===== config.mk =====
export PLATFORM = sky130hd
export DESIGN_NAME = alu4
export DESIGN_NICKNAME = d
export VERILOG_FILES = /design/src/rtl/alu_pkg.sv /design/src/rtl/alu4_core.sv /design/src/rtl/alu4.sv
export SDC_FILE = /design/constraint.sdc
export NUM_CORES = 1
export LEC_CHECK = 0
export ABC_AREA = 1
export CAP_MARGIN = 40
export CORE_MARGIN = 8
export CORE_UTILIZATION = 46
export CTS_BUF_LIST = sky130_fd_sc_hd__clkbuf_4
export CTS_CLUSTER_DIAMETER = 100
export DETAILED_ROUTE_END_ITERATION = 8
export PLACE_DENSITY = 0.83
export SYNTH_ARGS = -nofsm -noshare
export SYNTH_HDL_FRONTEND = slang
export SYNTH_SLANG_ARGS = --single-unit

===== constraint.sdc =====
create_clock -name clk -period 1.3 [get_ports clk]
set_input_delay 0.26 -clock clk [delete_from_list [all_inputs] [get_ports clk]]
set_output_delay 0.26 -clock clk [all_outputs]
set_load 0.02 [all_outputs]

===== src/rtl/alu_pkg.sv =====
// Shared constants for the alu4 execute-stage ALU: opcode map and datapath widths.
package alu_pkg;

   localparam int DATA_W = 4;
   localparam int RES_W  = 5;

   localparam logic [2:0] OP_ADD = 3'b000;
   localparam logic [2:0] OP_SUB = 3'b001;
   localparam logic [2:0] OP_AND = 3'b010;
   localparam logic [2:0] OP_OR  = 3'b011;
   localparam logic [2:0] OP_XOR = 3'b100;
   localparam logic [2:0] OP_NOT = 3'b101;
   localparam logic [2:0] OP_SHL = 3'b110;
   localparam logic [2:0] OP_SLT = 3'b111;

endpackage


===== src/rtl/alu4_core.sv =====
// Combinational ALU core: next result and, with ALU_FLAGS_EN defined, next zero/ovf flags.
module alu4_core
   import alu_pkg::*;
(
   input  logic [2:0]        S,
   input  logic [DATA_W-1:0] A,
   input  logic [DATA_W-1:0] B,
`ifdef ALU_FLAGS_EN
   output logic              nzero,
   output logic              novf,
`endif
   output logic [RES_W-1:0]  nres
);

   logic [RES_W-1:0] sum;
   logic [RES_W-1:0] dif;

   // 5-bit add/subtract so bit 4 is carry, or borrow (which also drives SLT)
   assign sum = {1'b0, A} + {1'b0, B};
   assign dif = {1'b0, A} - {1'b0, B};

   always_comb begin
      nres = '0;
      case (S)
         OP_ADD:  nres = sum;
         OP_SUB:  nres = dif;
         OP_AND:  nres = {1'b0, A & B};
         OP_OR:   nres = {1'b0, A | B};
         OP_XOR:  nres = {1'b0, A ^ B};
         OP_NOT:  nres = {1'b0, ~A};
         OP_SHL:  nres = {A, 1'b0};
         OP_SLT:  nres = {{(RES_W-1){1'b0}}, dif[DATA_W]};
         default: nres = '0;
      endcase
   end

`ifdef ALU_FLAGS_EN
   always_comb begin
      nzero = (nres == '0);
      novf  = 1'b0;
      if (S == OP_ADD)
         novf = (A[DATA_W-1] == B[DATA_W-1]) && (sum[DATA_W-1] != A[DATA_W-1]);
      else if (S == OP_SUB)
         novf = (A[DATA_W-1] != B[DATA_W-1]) && (dif[DATA_W-1] != A[DATA_W-1]);
   end
`endif

endmodule


===== src/rtl/alu4.sv =====
// Registered 4-bit, 8-op ALU. Macro ALU_FLAGS_EN adds registered zero/ovf flag ports.
module alu4
   import alu_pkg::*;
(
   input  logic              clk,
   input  logic              rst,
   input  logic [2:0]        S,
   input  logic [DATA_W-1:0] A,
   input  logic [DATA_W-1:0] B,
`ifdef ALU_FLAGS_EN
   output logic              zero,
   output logic              ovf,
`endif
   output logic [RES_W-1:0]  result
);

   logic [RES_W-1:0] nres;
`ifdef ALU_FLAGS_EN
   logic             nzero;
   logic             novf;
`endif

   alu4_core u_core (
      .S     (S),
      .A     (A),
      .B     (B),
`ifdef ALU_FLAGS_EN
      .nzero (nzero),
      .novf  (novf),
`endif
      .nres  (nres)
   );

   always_ff @(posedge clk) begin
      if (rst) result <= '0;
      else     result <= nres;
   end

`ifdef ALU_FLAGS_EN
   // Reset value matches the flags of a zero result
   always_ff @(posedge clk) begin
      if (rst) begin
         zero <= 1'b1;
         ovf  <= 1'b0;
      end else begin
         zero <= nzero;
         ovf  <= novf;
      end
   end
`endif

endmodule


# Word-level counts from Yosys, hierarchy flattened
# Index checks and enable logic that the tools add are counted.
# word_totals
word_cells	16
input_bits	13
regBits	5
out_inout_bits	5
# classes
bitwise	4
n_eq_ne	7
addsub	2
n_reduce_logical	1
muxes	1
# ops
operator	count
one-hot mux 5 bit (8 select lines)	1
== test 3 bit, second input constant	4
== test 3 x 2 -> 1 bit, second input constant	2
adder 4 x 4 -> 5 bit	1
subtractor 4 x 4 -> 5 bit	1
bitwise AND 4 bit	1
NOT 4 bit	1
OR 4 bit	1
XOR 4 bit	1
== test 3 x 1 -> 1 bit, second input constant	1
zero test 3 bit	1

# Longest topological paths before layout
# logic_depth
depth_word	2
mapped_depth	9
depth_no_buf	9

# Hierarchy
# From an unflattened synthesis, not the netlist that was laid out.
# hier_totals
hier_cells	123
area_unflattened_um2	774.5
# by_module_without_submodules
module	seq_area_each_um2	n_inst	area_each_um2	cells_each
alu4_core	0.0	1	636.9	108
alu4	100.1	1	137.6	15

# Least setup slack after synthesis
# No wires, ideal clock.
# synth_path
path_type	input -> register
startpoint	in A[0]
endpoint	reg result[2]
stages	8
t_arrival_ns	1.279
setup_time_ns	0.070
path_slack_ns	-0.049
t_required_ns	1.230
path_buffers	0
path_cell_list	inv_1 > ha_1 > inv_1 > fa_1 > nand2_1 > nor3b_1 > nor2_1 > a21oi_1
# synth_via
elab_chain_len	2
elab_cells_between_ends	3
cone_classes	add/sub (2); mux (1)
# synth_rtl
item	line	source
start: declaration	alu4.sv:8	input logic [DATA_W-1:0] A,
subtractor 4 x 4 -> 5 bit / adder 4 x 4 -> 5 bit (equally long branches)	alu4_core.sv:20, alu4_core.sv:19	
one-hot mux 5 bit (8 select lines) (*)	alu4_core.sv:24	case (S)
end signal: assignment	alu4.sv:36	else result <= nres;
end: declaration	alu4.sv:14	output logic [RES_W-1:0] result
# Mark *: on every way between the ends. The rest lies on a longest branch, timed or not.
# A chain may end at the register's enable or synchronous reset.

# Worst setup path after layout
# layout_path
startpoint	in B[0]
endpoint	reg result[2]
# layout_via
elab_chain_len	2
elab_cells_between_ends	3
cone_classes	add/sub (2); mux (1)
# layout_rtl
item	line	source
start: declaration	alu4.sv:9	input logic [DATA_W-1:0] B,
subtractor 4 x 4 -> 5 bit / adder 4 x 4 -> 5 bit (equally long branches)	alu4_core.sv:20, alu4_core.sv:19	
one-hot mux 5 bit (8 select lines) (*)	alu4_core.sv:24	
# Marks and branches as above.

==> results.py <==
metrics = {
    "run_status": {
        "status": "completed",
    },
    "setup_path": {
        "cp-end-kind": "flop",
        "crit_path_end": "result[2]",
        "startpoint_type": "input pin",
        "worstPathCellList": "buf_2 -> ha_4 -> inv_2 -> fa_2 -> nand2_2 -> nor3b_2 -> nor2_1 -> a21oi_1",
        "crit_cells": 8,
        "crit_arrival_ns": 1.41,
        "max_stage_delay_ns": 0.37,
        "crit_required_ns": 1.46,
        "critPathMaxFanout": 3,
        "startpoint": "B[0]",
        "slowest_stage": "fa_2",
        "cp_num_buf_inv": 2,
        "path_class": "input pin to flop",
        "crit_family": "adder cells",
    },
    "final_layout": {
        "antenna_cells": 0,
        "largest_register_ffs": 5,
        "final.fill_count": 134,
        "drive_gt1_share_pct": 38.3,
        "final_nets": 195,
        "regMostFlops": "result",
        "utilization_pct": 75.0,
        "top_regs": "result x5",
        "area_delta_synth_final_pct": 58.4,
    },
    "drt": {
        "vias": 951,
        "drc_errors": 0,
        "ant_nets": 0,
        "post_drt_wl_per_cell_um": 12.3,
        "vias_per_cell": 5.17,
        "drtIter0Drc": 17,
        "drt-total-wl_um": 2270,
        "first_pass_iters": 4,
    },
    "sta": {
        "finalSetupViolations": 0,
        "fmax_ghz": 0.801,
        "rsz0062_at_grt": "no",
        "relSlewSlack_pct": 83.1,
        "hold_ws_ns": 0.522,
        "worst_pin_slew_ns": 0.253,
        "finalCritPeriodShare_pct": 96.0,
        "hold_violations": 0,
        "slew_viol_final": 0,
        "min_period_ns": 1.25,
    },
    "logic_synthesis": {
        "ys_types": 21,
        "synthCells": 125,
        "yosysWarnings": 0,
        "netlist_area_um2": 791,
        "syn-num-nets": 152,
        "ys_seq_area_share_pct": 12.7,
        "ys_ff_latch": 5,
        "syn-mean-instance-area_um2": 6.33,
    },
    "cts": {
        "cts_tree": "yes",
        "cts_inserted_buffers": 3,
        "path_clk_slew_ns": 0.04,
        "hold_buffers": 0,
        "cts-root-buf": "clkbuf_4",
        "cts_num_sinks": 5,
        "clock_tree.buffer_depth": 2,
        "htreeDepth": 1,
    },
    "place": {
        "routabilityCongestion": 0.909,
        "hpwlAfterDp_um": 1780,
        "port_buffers": 17,
    },
    "job": {
        "maxCapViolCount": 0,
    },
    "power": {
        "p_leak_nw": 0.661,
        "peakVddDrop_uv": 319,
        "p_per_area_nw_per_um2": 600,
    },
    "global_routing": {
        "grt_overflow_total": 0,
        "antenna_found_initial": 0,
        "grt_pass1_vias": 939,
        "track_usage_pct": 14.7,
        "grt_max_degree": 10,
        "grt_pass1_wl_um": 3920,
    },
    "worst_hold_path": {
        "hold_path.class": "input pin to flop",
    },
    "floorplanning": {
        "start_util_pct": 47.3,
        "rows": 15,
        "die_w_um": 57.5,
        "die_h_um": 57.5,
        "core_um2": 1670,
        "die_area_um2": 3300,
        "io_pins": 18,
    },
}
[worst min path at each step]
stage	startpoint	endpoint	slack, ns	cells after the start
5_1_grt	A[0]	result[1]	0.55	6
3_5_place_dp	rst	result[4]	0.91	4
2_1_floorplan	rst	result[4]	0.40	3
6_report	A[0]	result[1]	0.52	6
4_1_cts	A[0]	result[1]	0.49	6
3_3_place_gp	rst	result[4]	0.93	4
[routing by layer]
layer  vias up  routed length [um]  GRT usage, %
met2        26                1170          26.4
met4         0                  19          5.36
met3         4                 111          3.36
li1        486                   -             -
met5         -                   0             0
met1       435                 973          16.2
[synth_stat cells (all sizes together)]
cell    number  area [um^2]
fa           2         40.0
nor3         2         26.3
inv         26          100
nor3b        1         7.51
o211ai       1         7.51
a21oi        6         37.5
ha          12          150
dfxtp        5          100
nand4        5         31.3
buf          2         18.8
nand2       27          101
xnor2        1         8.76
o21ai        6         30.0
nor2        13         51.3
nand3       16         80.1
[report_power, final]
group          switching (mW)  leakage [nW]  internal (mW)
Clock                  0.0606        0.0184          0.137
Combinational           0.207         0.601          0.178
Sequential            0.00210        0.0413          0.167
[per-stage QoR]
step	TNS, ns	worst slack [ns]	area (um^2)	instances	power, mW
after global placement	-2.85	-0.624	1130	179	0.516
after CTS	0	0.0115	1230	184	0.734
final	0	0.0514	1250	184	0.751
after floorplan	-0.00614	-0.00614	796	125	0.357
after global routing	0	0.0119	1250	184	0.815
after detailed placement	-2.99	-0.646	1130	179	0.521
[cell usage in the layout, fill, tap and decap left out, types with 2 or more instances in the layout]
cell type      Yosys  layout
nor2_2             1       4
fa_2               0       2
dlygate4sd2_1      0      12
inv_2              2       9
buf_6              1       2
ha_4               0       5
nand2_1           27      25
nor2_1            12       9
o21ai_0            6       5
ha_1              12       7
a21oi_2            2       5
clkbuf_4           0       4
inv_4              1       3
nand2_2            0       2
nand3_1           16      15
inv_1             23      14
nand4_1            5       5
dfxtp_1            5       5
buf_4              1      22
[cells by family after synthesis]
| logic type | synth area share [%] |
|---|---|
| and+or+nand+nor | 37.7 |
| buffers and inverters | 15.0 |
| adders and majority gates | 24.1 |
| AOI/OAI and AO/OA | 9.49 |
| DFF | 12.7 |
| xor gates and xnor gates | 1.11 |
[area by class of cell]
| type | count | area (um^2) | area share (%) |
|---|---|---|---|
| flip-flops and latches | 5 | 100 | 7.99 |
| repair buffers | 40 | 323 | 25.8 |
| multi-input cells | 92 | 673 | 53.7 |
| clock buffers | 4 | 30.0 | 2.40 |
| inverters | 26 | 105 | 8.39 |
| well taps | 17 | 21.3 | 1.70 |
[repair_timing]
| item | CTS | global route |
|---|---|---|
| resized for setup | 48 | 8 |
| setup endpoints to repair | 10 | 4 |
| pin swaps | 9 | 6 |
| setup buffers | 1 | 0 |
Power figures use the tool's default switching activity.
